==> src/rtl/uart_word_tx.sv <==
// uart_word_tx
//
// Serializes 32-bit words from an AXI-stream-style slave port into bytes for
// the UART transmitter, most significant byte first. Words are queued in a
// small FIFO. Each byte is issued as a one-cycle write strobe, and then the
// block waits for the UART to drop busy before it sends the next byte.
//
// Build option:
//   UART_WORD_TX_CHECKSUM_EN - when defined, a fifth byte follows every word.
//                              It is the XOR of the four data bytes.
//
// Handshake: a word is transferred on a rising clk_pix edge where
// s_axis_tvalid_i && s_axis_tready_o. tready is a function of the registered
// FIFO level and reset only; it never depends on tvalid.
//
// Ports:
//   clk_pix          pixel clock; all logic is on its rising edge
//   reset            synchronous, active-high reset
//   s_axis_tvalid_i  producer has a word
//   s_axis_tready_o  FIFO has room
//   s_axis_tdata_i   word to send
//   uart_wr_o        one-cycle write strobe to uart.wr_i
//   uart_tx_data_o   byte to uart.tx_data_i; holds between strobes
//   uart_busy_i      uart.busy_o
//   fifo_level_o     words held in the FIFO
//   idle_o           FIFO empty, FSM idle and UART not busy
//   fsm_state_o      current FSM state, for observation
module uart_word_tx #(
    parameter int FIFO_DEPTH = 4
) (
    input  logic                          clk_pix,
    input  logic                          reset,
    input  logic                          s_axis_tvalid_i,
    output logic                          s_axis_tready_o,
    input  logic [31:0]                   s_axis_tdata_i,
    output logic                          uart_wr_o,
    output logic [7:0]                    uart_tx_data_o,
    input  logic                          uart_busy_i,
    output logic [$clog2(FIFO_DEPTH):0]   fifo_level_o,
    output logic                          idle_o,
    output logic [1:0]                    fsm_state_o
);

    localparam int PTR_W = $clog2(FIFO_DEPTH);
    localparam int LVL_W = PTR_W + 1;
    localparam logic [PTR_W-1:0] PTR_ONE  = PTR_W'(1);
    localparam logic [LVL_W-1:0] LVL_ONE  = LVL_W'(1);
    localparam logic [LVL_W-1:0] LVL_FULL = LVL_W'(FIFO_DEPTH);

`ifdef UART_WORD_TX_CHECKSUM_EN
    localparam logic [2:0] LAST_IDX = 3'd4;
`else
    localparam logic [2:0] LAST_IDX = 3'd3;
`endif

    typedef enum logic [1:0] {
        ST_IDLE  = 2'd0,
        ST_SEND  = 2'd1,
        ST_GUARD = 2'd2,
        ST_WAIT  = 2'd3
    } state_t;

    // ---------------- FIFO ----------------
    logic [31:0]      mem [FIFO_DEPTH];
    logic [PTR_W-1:0] wr_ptr;
    logic [PTR_W-1:0] rd_ptr;
    logic [LVL_W-1:0] level;
    logic             push;
    logic             pop;

    // The registered level drives tready. As a result, a pop from a full
    // FIFO frees the slot only in the following cycle.
    assign s_axis_tready_o = !reset && (level < LVL_FULL);
    assign push            = s_axis_tvalid_i && s_axis_tready_o;
    assign fifo_level_o    = level;

    always_ff @(posedge clk_pix) begin
        if (push) begin
            mem[wr_ptr] <= s_axis_tdata_i;
        end
    end

    // The depth is a power of two, so the pointers wrap naturally.
    always_ff @(posedge clk_pix) begin
        if (reset) begin
            wr_ptr <= '0;
            rd_ptr <= '0;
            level  <= '0;
        end else begin
            if (push) wr_ptr <= wr_ptr + PTR_ONE;
            if (pop)  rd_ptr <= rd_ptr + PTR_ONE;
            case ({push, pop})
                2'b10:   level <= level + LVL_ONE;
                2'b01:   level <= level - LVL_ONE;
                default: level <= level;
            endcase
        end
    end

    // ---------------- Serializer FSM ----------------
    state_t      state, state_nxt;
    logic [31:0] shift, shift_nxt;
    logic [2:0]  byte_cnt, cnt_nxt;
    logic        wr_nxt;
    logic [7:0]  data_nxt;
`ifdef UART_WORD_TX_CHECKSUM_EN
    logic [7:0]  csum, csum_nxt;
`endif

    always_comb begin
        state_nxt = state;
        shift_nxt = shift;
        cnt_nxt   = byte_cnt;
        wr_nxt    = 1'b0;
        data_nxt  = uart_tx_data_o;
        pop       = 1'b0;
`ifdef UART_WORD_TX_CHECKSUM_EN
        csum_nxt  = csum;
`endif
        case (state)
            ST_IDLE: begin
                if (level != '0) begin
                    pop       = 1'b1;
                    shift_nxt = mem[rd_ptr];
                    cnt_nxt   = 3'd0;
`ifdef UART_WORD_TX_CHECKSUM_EN
                    csum_nxt  = 8'h00;
`endif
                    state_nxt = ST_SEND;
                end
            end
            ST_SEND: begin
                if (!uart_busy_i) begin
                    wr_nxt    = 1'b1;
                    data_nxt  = shift[31:24];
`ifdef UART_WORD_TX_CHECKSUM_EN
                    csum_nxt  = csum ^ shift[31:24];
`endif
                    state_nxt = ST_GUARD;
                end
            end
            // The UART raises busy one cycle after the strobe, so busy is
            // not examined in this cycle.
            ST_GUARD: begin
                state_nxt = ST_WAIT;
            end
            ST_WAIT: begin
                if (!uart_busy_i) begin
                    if (byte_cnt == LAST_IDX) begin
                        state_nxt = ST_IDLE;
                    end else begin
                        cnt_nxt   = byte_cnt + 3'd1;
                        state_nxt = ST_SEND;
`ifdef UART_WORD_TX_CHECKSUM_EN
                        // After the last data byte, put the checksum in the
                        // top byte so that SEND handles it like any other byte.
                        if (byte_cnt == 3'd3) begin
                            shift_nxt = {csum, 24'h000000};
                        end else begin
                            shift_nxt = {shift[23:0], 8'h00};
                        end
`else
                        shift_nxt = {shift[23:0], 8'h00};
`endif
                    end
                end
            end
            default: begin
                state_nxt = ST_IDLE;
            end
        endcase
    end

    always_ff @(posedge clk_pix) begin
        if (reset) begin
            state <= ST_IDLE;
        end else begin
            state <= state_nxt;
        end
    end

    always_ff @(posedge clk_pix) begin
        if (reset) begin
            shift          <= '0;
            byte_cnt       <= 3'd0;
            uart_wr_o      <= 1'b0;
            uart_tx_data_o <= 8'h00;
`ifdef UART_WORD_TX_CHECKSUM_EN
            csum           <= 8'h00;
`endif
        end else begin
            shift          <= shift_nxt;
            byte_cnt       <= cnt_nxt;
            uart_wr_o      <= wr_nxt;
            uart_tx_data_o <= data_nxt;
`ifdef UART_WORD_TX_CHECKSUM_EN
            csum           <= csum_nxt;
`endif
        end
    end

    assign idle_o      = (level == '0) && (state == ST_IDLE) && !uart_busy_i;
    assign fsm_state_o = state;

endmodule

==> config.mk <==
export PLATFORM = sky130hd
export DESIGN_NAME = uart_word_tx
export DESIGN_NICKNAME = d
export VERILOG_FILES = /design/src/rtl/uart_word_tx.sv
export SDC_FILE = /design/constraint.sdc
export NUM_CORES = 1
export LEC_CHECK = 0
export BUFFER_PORTS_ARGS = -buffer_cell sky130_fd_sc_hd__buf_2
export CORE_ASPECT_RATIO = 1.2
export CORE_MARGIN = 3
export CORE_UTILIZATION = 45
export DETAILED_ROUTE_END_ITERATION = 8
export GPL_ROUTABILITY_DRIVEN = 0
export PLACE_DENSITY = 0.68
export SLEW_MARGIN = 20
export SYNTH_ARGS = -nofsm -noshare
export SYNTH_HDL_FRONTEND = slang
export SYNTH_SLANG_ARGS = --single-unit
==> constraint.sdc <==
create_clock -name clk_pix -period 6.2 [get_ports clk_pix]
set_clock_uncertainty 0.15 [all_clocks]
set_input_delay 0.31 -clock clk_pix [delete_from_list [all_inputs] [get_ports clk_pix]]
set_output_delay 0.31 -clock clk_pix [all_outputs]
set_load 0.02 [all_outputs]
==> results of run 1 <==
logic make-up (layout without fill, tap and decap cells):
family	Yosys count	count (layout)
compound gates	55	55
mux	56	56
buf+inv	37	130
flops	183	183
simple gates	150	150
xor+xnor	5	5
fa+ha+maj	12	12
routing by layer:
layer	share of wire, %	GRT usage [%]
met1	41	19.4
met2	53	28.6
met3	4.0	3.03
met4	1.5	6.19
met5	0	0
cell type report:
class                      count  area [µm²]
clock buffer                  17         425
clock inverter                15         181
fill                        1315        7120
inverter                       9        33.8
multi-input combinational    278        2050
sequential                   183        4950
tap                          208         260
timing repair buffer          89         621
where the power goes:
part / switching (µW) / internal, µW / total, µW
clock network: 505 / 546 / 1050
registers: 133 / 1470 / 1600
logic: 513 / 357 / 870
path summary, 6_finish.rpt:
path | end | slack [ps]
max | fifo_level_o[2] | 3670
min | wr_ptr[1] | 170
max reg2reg | fifo_level_o[2] | 3770
min reg2reg | uart_tx_data_o[7] | 300
synthesized netlist by cell type (3+ instances only):
master,number
inv_1,9
clkbuf_1,8
a21oi_1,14
and3_1,4
dfxtp_1,55
nor3_1,9
o221ai_1,24
a22o_1,8
nand2_1,44
edfxtp_1,128
xor2_1,3
ha_1,11
mux4_2,8
nor3_2,17
nor2_1,61
buf_6,4
buf_2,8
buf_4,5
mux2i_1,48
nor2b_1,3
metrics by stage:
step | std cells | hold slack, ps | power (µW) | cell area [µm²] | utilization (%)
2_1_floorplan | 498 | 259 | 2350 | 7210 | -
3_3_place_gp | 735 | 290 | 2460 | 7590 | 48.5
3_5_place_dp | 735 | 295 | 2480 | 7590 | 48.5
4_1_cts | 799 | 156 | 3560 | 8520 | 54.4
5_1_grt | 799 | 182 | 3730 | 8520 | 54.5
6_report | 799 | 169 | 3520 | 8520 | 54.5
sequential cells by signal, indices dropped and copies added, names as in the netlist, named ones only:
| register | flops |
|---|---|
| byte_cnt | 3 |
| fsm_state_o | 2 |
| fifo_level_o | 3 |
| mem | 128 |
| uart_wr_o | 1 |
| wr_ptr | 2 |
| uart_tx_data_o | 8 |
| shift | 32 |
| rd_ptr | 2 |
worst max-delay path: cells and delay by family:
kind	cells	cell delay (ps)
AND/OR/NAND/NOR	3	870
buffers and inverters	4	710
adder cells (fa/ha/maj)	2	540
XOR/XNOR	1	150
AO/OA/AOI/OAI	1	140
==> impl_metrics.csv, run 1 <==
group,metric,value,unit
worst_setup_path,path_max_fanout,49,
synthesis,synth_compound_area_share,6.02,%
clock_tree,root_buffer,"clkbuf_16",
floorplanning,ios,52,
synthesis,synth-simple-area-share,10.4,%
synthesis,avgSynthCellArea,14.5,µm²
detailed_routing,wirelength,13400,µm
clock_tree,ctsHoldBuffers,32,
worst_hold_path,holdPathStages,3,
sta,slew_headroom,33.1,%
placed_design,hpwl,7730,µm
worst_setup_path,rr_startpoint,"fsm_state_o[0]",
worst_setup_path,rr_worst_depth,9,
synthesis,synth_cell_types,42,
synthesis,synthAdderAreaFrac,2.19,%
clock_tree,cts_made_buffers,17,
synthesis,synth_top_cell_area_share,53.3,%
synthesis,synth.ff_latch_count,183,
worst_hold_path,hold_start,"s_axis_tvalid_i",
synthesis,synth_top_family_by_area,"simple AND/OR/NAND/NOR gates",
clock_tree,clock_path_buffers,2,
cells_and_area,antenna_cells,0,
sta,worst_slack,3670,ps
detailed_routing,wl_per_cell,16.7,µm
pwr,leakage,0.00296,µW
outcome,status,"complete, no violations",
global_route,overflow,0,
sta,setup-violations-final,0,
cells_and_area,final_nets,626,
sta,tightest_slew,1000,ps
clock_tree,cts_setup_buffers,0,
detailed_routing,drtPass1Iterations,5,
clock_tree,ctsResizeCount,0,
cells_and_area,drive_gt1_share,21.0,%
worst_setup_path,cp-end-kind,"flop",
synthesis,syn_area,7210,µm²
synthesis,synthesis.instances,498,
clock_tree,clk_pin_slew,80,ps
placed_design,post-place-ws,3200,ps
floorplanning,rows,50,
detailed_routing,initialDrtViolationCount,320,
detailed_routing,drc_errors,0,
global_route,grt_use_total,16.1,%
detailed_routing,drtAntennaViolNets,0,
cells_and_area,final_common_cell,"edfxtp_1",
global_route,grt_pass1_vias,4201,
worst_setup_path,cpPeakStageDelay,500,ps
sta,grt_setup_unrepaired,"no",
worst_hold_path,hold_path_class,"input port to flop",
synthesis,yosysTopAreaCell,"edfxtp_1",
synthesis,yosysWarnings,0,
worst_setup_path,crit_start,"reset",
worst_setup_path,critPathLaunchType,"input port",
global_route,grt_max_degree,57,
sta,fin_crit,2530,ps
sta,hold_viol,0,
worst_setup_path,worstPathRequired,6400,ps
cells_and_area,area_growth,18.1,%
synthesis,synth-edff-count,128,
clock_tree,cts_tree,"built",
floorplanning,die_h,145,µm
pwr,p_per_area,414,nW/µm²
placed_design,port_buffers,51,
synthesis,synth_top_flop_cell,"edfxtp_1",
floorplanning,die_area,17600,µm²
worst_setup_path,worstSetupPathType,"input port to flop",
worst_setup_path,path_cells,"buf_2 > buf_4 > nor2_1 > and2_1 > inv_1 > ha_1 > inv_1 > fa_1 > xor2_1 > or3_2 > a21oi_1",
cells_and_area,mostFrequentLayoutCells,"128 x edfxtp_1, 61 x nor2_1, 54 x dfxtp_1",
floorplanning,initial_utilization,46.1,%
job,cap_violations,0,
sta,period_share,40.7,%
synthesis,synth_seq_area_share,68.6,%
floorplanning,die_width,122,µm
global_route,grt_pass1_wl,21800,µm
floorplanning,core_area,15600,µm²
clock_tree,htreeDepth,4,
clock_tree,insertion_delay,420,ps
clock_tree,clock_sink_count,183,
global_route,antenna_found_initial,0,
synthesis,syn_nets,546,
sta,tns,0,ps
synthesis,synth_xor_xnor_area_share,0.607,%
synthesis,ys_async_sr_fraction,0,%
sta,fmax,0.396,GHz
worst_setup_path,slowest_stage,"buf_4",
detailed_routing,via_per_inst,5.24,
worst_setup_path,crit_top_cell,"inv_1",
worst_setup_path,arrival,2730,ps
synthesis,ys_top_cells_by_area,"edfxtp_1 53%, dfxtp_1 15%, mux2i_1 6.7%",
pwr,ir_drop,0.230,mV
detailed_routing,vias,4188,
synthesis,synthMuxAreaShare,9.16,%
sta,finalMaxSlewViolations,0,
Note: power is estimated with default switching activity, not from simulation.
==> run 2, diff against run 1 <==
PLACE_DENSITY = 0.71   (was 0.68)
clock period = 2.3 ns   (was 6.2 ns; I/O delays follow)
==> run 2 against run 1 <==
Combinational power rose to 3.3 times the previous value. Clock-buffer cell count did not move. Clock power rose to 2.7 times the previous value. Largest cell class unchanged.
==> impl_metrics.csv, run 2 (same netlist as run 1, synthesis figures left out) <==
group,metric,value,unit
sta,hold_viol,0,
cells_and_area,drive_gt1_share,24.4,%
clock_tree,clock_sink_count,183,
cells_and_area,antenna_cells,0,
worst_setup_path,cp-end-kind,"flop",
detailed_routing,initialDrtViolationCount,286,
worst_setup_path,worstPathRequired,2490,ps
sta,slew_headroom,55.4,%
placed_design,hpwl,8270,µm
floorplanning,rows,50,
worst_setup_path,path_max_fanout,7,
worst_setup_path,crit_top_cell,"inv_1",
global_route,grt_pass1_wl,21900,µm
clock_tree,root_buffer,"clkbuf_16",
sta,grt_setup_unrepaired,"yes",
worst_setup_path,worstSetupPathType,"flop to flop",
pwr,p_clk_share,28.7,%
detailed_routing,wirelength,13600,µm
pwr,p_per_area,1120,nW/µm²
outcome,status,"complete, no violations",
pwr,leakage,0.00305,µW
cells_and_area,area_growth,21.5,%
clock_tree,insertion_delay,420,ps
pwr,ir_drop,0.558,mV
job,cap_violations,0,
pwr,power_frac_seq,42.5,%
pwr,switchingPower,3210,µW
clock_tree,clk_pin_slew,70,ps
clock_tree,cts_made_buffers,17,
worst_setup_path,crit_family,"simple AND/OR/NAND/NOR gates",
floorplanning,core_area,15600,µm²
floorplanning,die_width,122,µm
worst_setup_path,critPathLaunchType,"flop",
cells_and_area,final_nets,641,
global_route,grt_max_degree,49,
sta,setup-violations-final,0,
global_route,grt_use_total,16.1,%
sta,tightest_slew,670,ps
cells_and_area,mostFrequentLayoutCells,"128 x edfxtp_1, 60 x nor2_1, 51 x dfxtp_1, 51 x buf_2, 48 x mux2i_1",
detailed_routing,drc_errors,0,
worst_setup_path,path_cells,"nor2_2 > and2_1 > inv_1 > ha_4 > inv_1 > fa_1 > xor2_1 > or3_2 > a21oi_2",
sta,finalMaxSlewViolations,0,
worst_setup_path,cpPeakStageDelay,420,ps
floorplanning,ios,52,
detailed_routing,via_per_inst,5.16,
pwr,combPwrFrac,28.8,%
detailed_routing,drtPass1Iterations,4,
clock_tree,htreeDepth,4,
pwr,netSwitchingFraction,32.6,%
global_route,grt_pass1_vias,4330,
detailed_routing,vias,4200,
global_route,overflow,0,
sta,fin_crit,2230,ps
cells_and_area,finish.instance_area,8760,µm²
worst_hold_path,hold_path_class,"input port to flop",
pwr,p_int,6620,µW
placed_design,port_buffers,51,
cells_and_area,final_common_cell,"edfxtp_1",
worst_setup_path,crit_buf_inv,2,
worst_setup_path,arrival,2430,ps
floorplanning,die_h,145,µm
cells_and_area,largest_register_ffs,128,
sta,period_share,97.2,%
floorplanning,die_area,17600,µm²
clock_tree,clock_path_buffers,2,
cells_and_area,largest_registers,"mem x128, shift x32, uart_tx_data_o x8",
global_route,antenna_found_initial,0,
clock_tree,cts_tree,"built",
floorplanning,initial_utilization,46.1,%
sta,fmax,0.447,GHz
sta,tns,0,ps
worst_setup_path,slowest_stage,"or3_2",
detailed_routing,wl_per_cell,16.7,µm
cells_and_area,top_register,"mem",
detailed_routing,drtAntennaViolNets,0,
worst_setup_path,r2r_slack,70,ps
placed_design,postPlaceCellArea,7760,µm²
run 2: path summary, 6_finish.rpt:
| path | startpoint | to | cells past startpoint |
|---|---|---|---|
| worst max register to register | fifo_level_o[2] | fifo_level_o[2] | 9 |
| worst max-delay path | fifo_level_o[2] | fifo_level_o[2] | 9 |
| worst min-delay path | reset | wr_ptr[1] | 5 |
| worst min register to register | uart_tx_data_o[4] | uart_tx_data_o[4] | 2 |
run 2: worst register-to-register path: cells and delay by family (launching register included):
| family | cells | cell delay, ps |
|---|---|---|
| flops | 1 | 380 |
| xor+xnor | 1 | 150 |
| compound gates | 1 | 150 |
| buf+inv | 2 | 150 |
| fa+ha+maj | 2 | 510 |
| simple gates | 3 | 660 |
run 2: what timing repair did:
item | CTS | global route
pin swaps | 1 | 1
gates cloned | 0 | 1
hold buffers | 34 | 0
buffers inserted | 0 | 0
hold endpoints to repair | 137 | 0
setup endpoints to repair | 1 | 12
gates resized for setup | 4 | 8
run 2: through the flow:
step / cells / setup WS (ps) / utilization, % / hold WS, ps / total power (µW)
floorplan: 498 / 18.8 / - / 63.9 / 6340
CTS: 813 / 38.3 / 55.7 / 52.4 / 9810
finish: 814 / 65.1 / 56.0 / 77.1 / 9820
detailed placement: 747 / -45.1 / 49.6 / 181 / 6900
global route: 814 / -9.42 / 56.0 / 84.0 / 10400
global placement: 747 / 63.0 / 49.6 / 172 / 6820
run 2: per-layer routing:
| layer | track usage, % | part of all wire, % | vias up |
|---|---|---|---|
| met5 | 0 | 0 | - |
| met4 | 4.66 | 0.90 | 0 |
| met3 | 3.65 | 4.6 | 10 |
| met2 | 29.3 | 53 | 76 |
| met1 | 19.1 | 41 | 2068 |
| li1 | - | - | 2046 |
run 2: final cells by class:
class | count | area (µm²)
Clock buffer | 17 | 425
Timing Repair Buffer | 103 | 806
Tap cell | 208 | 260
Clock inverter | 15 | 176
Fill cell | 1259 | 6880
Multi-Input combinational cell | 279 | 2100
Sequential cell | 183 | 4950
Inverter | 9 | 33.8
run 2: power groups by stage:
| stage | clock network, µW | registers, µW | logic (µW) |
|---|---|---|---|
| floorplan | 0 | 4230 | 2120 |
| global placement | 0 | 4230 | 2590 |
| detailed placement | 0 | 4250 | 2660 |
| CTS | 2890 | 4180 | 2740 |
| global route | 3030 | 4220 | 3140 |
| finish | 2820 | 4180 | 2830 |
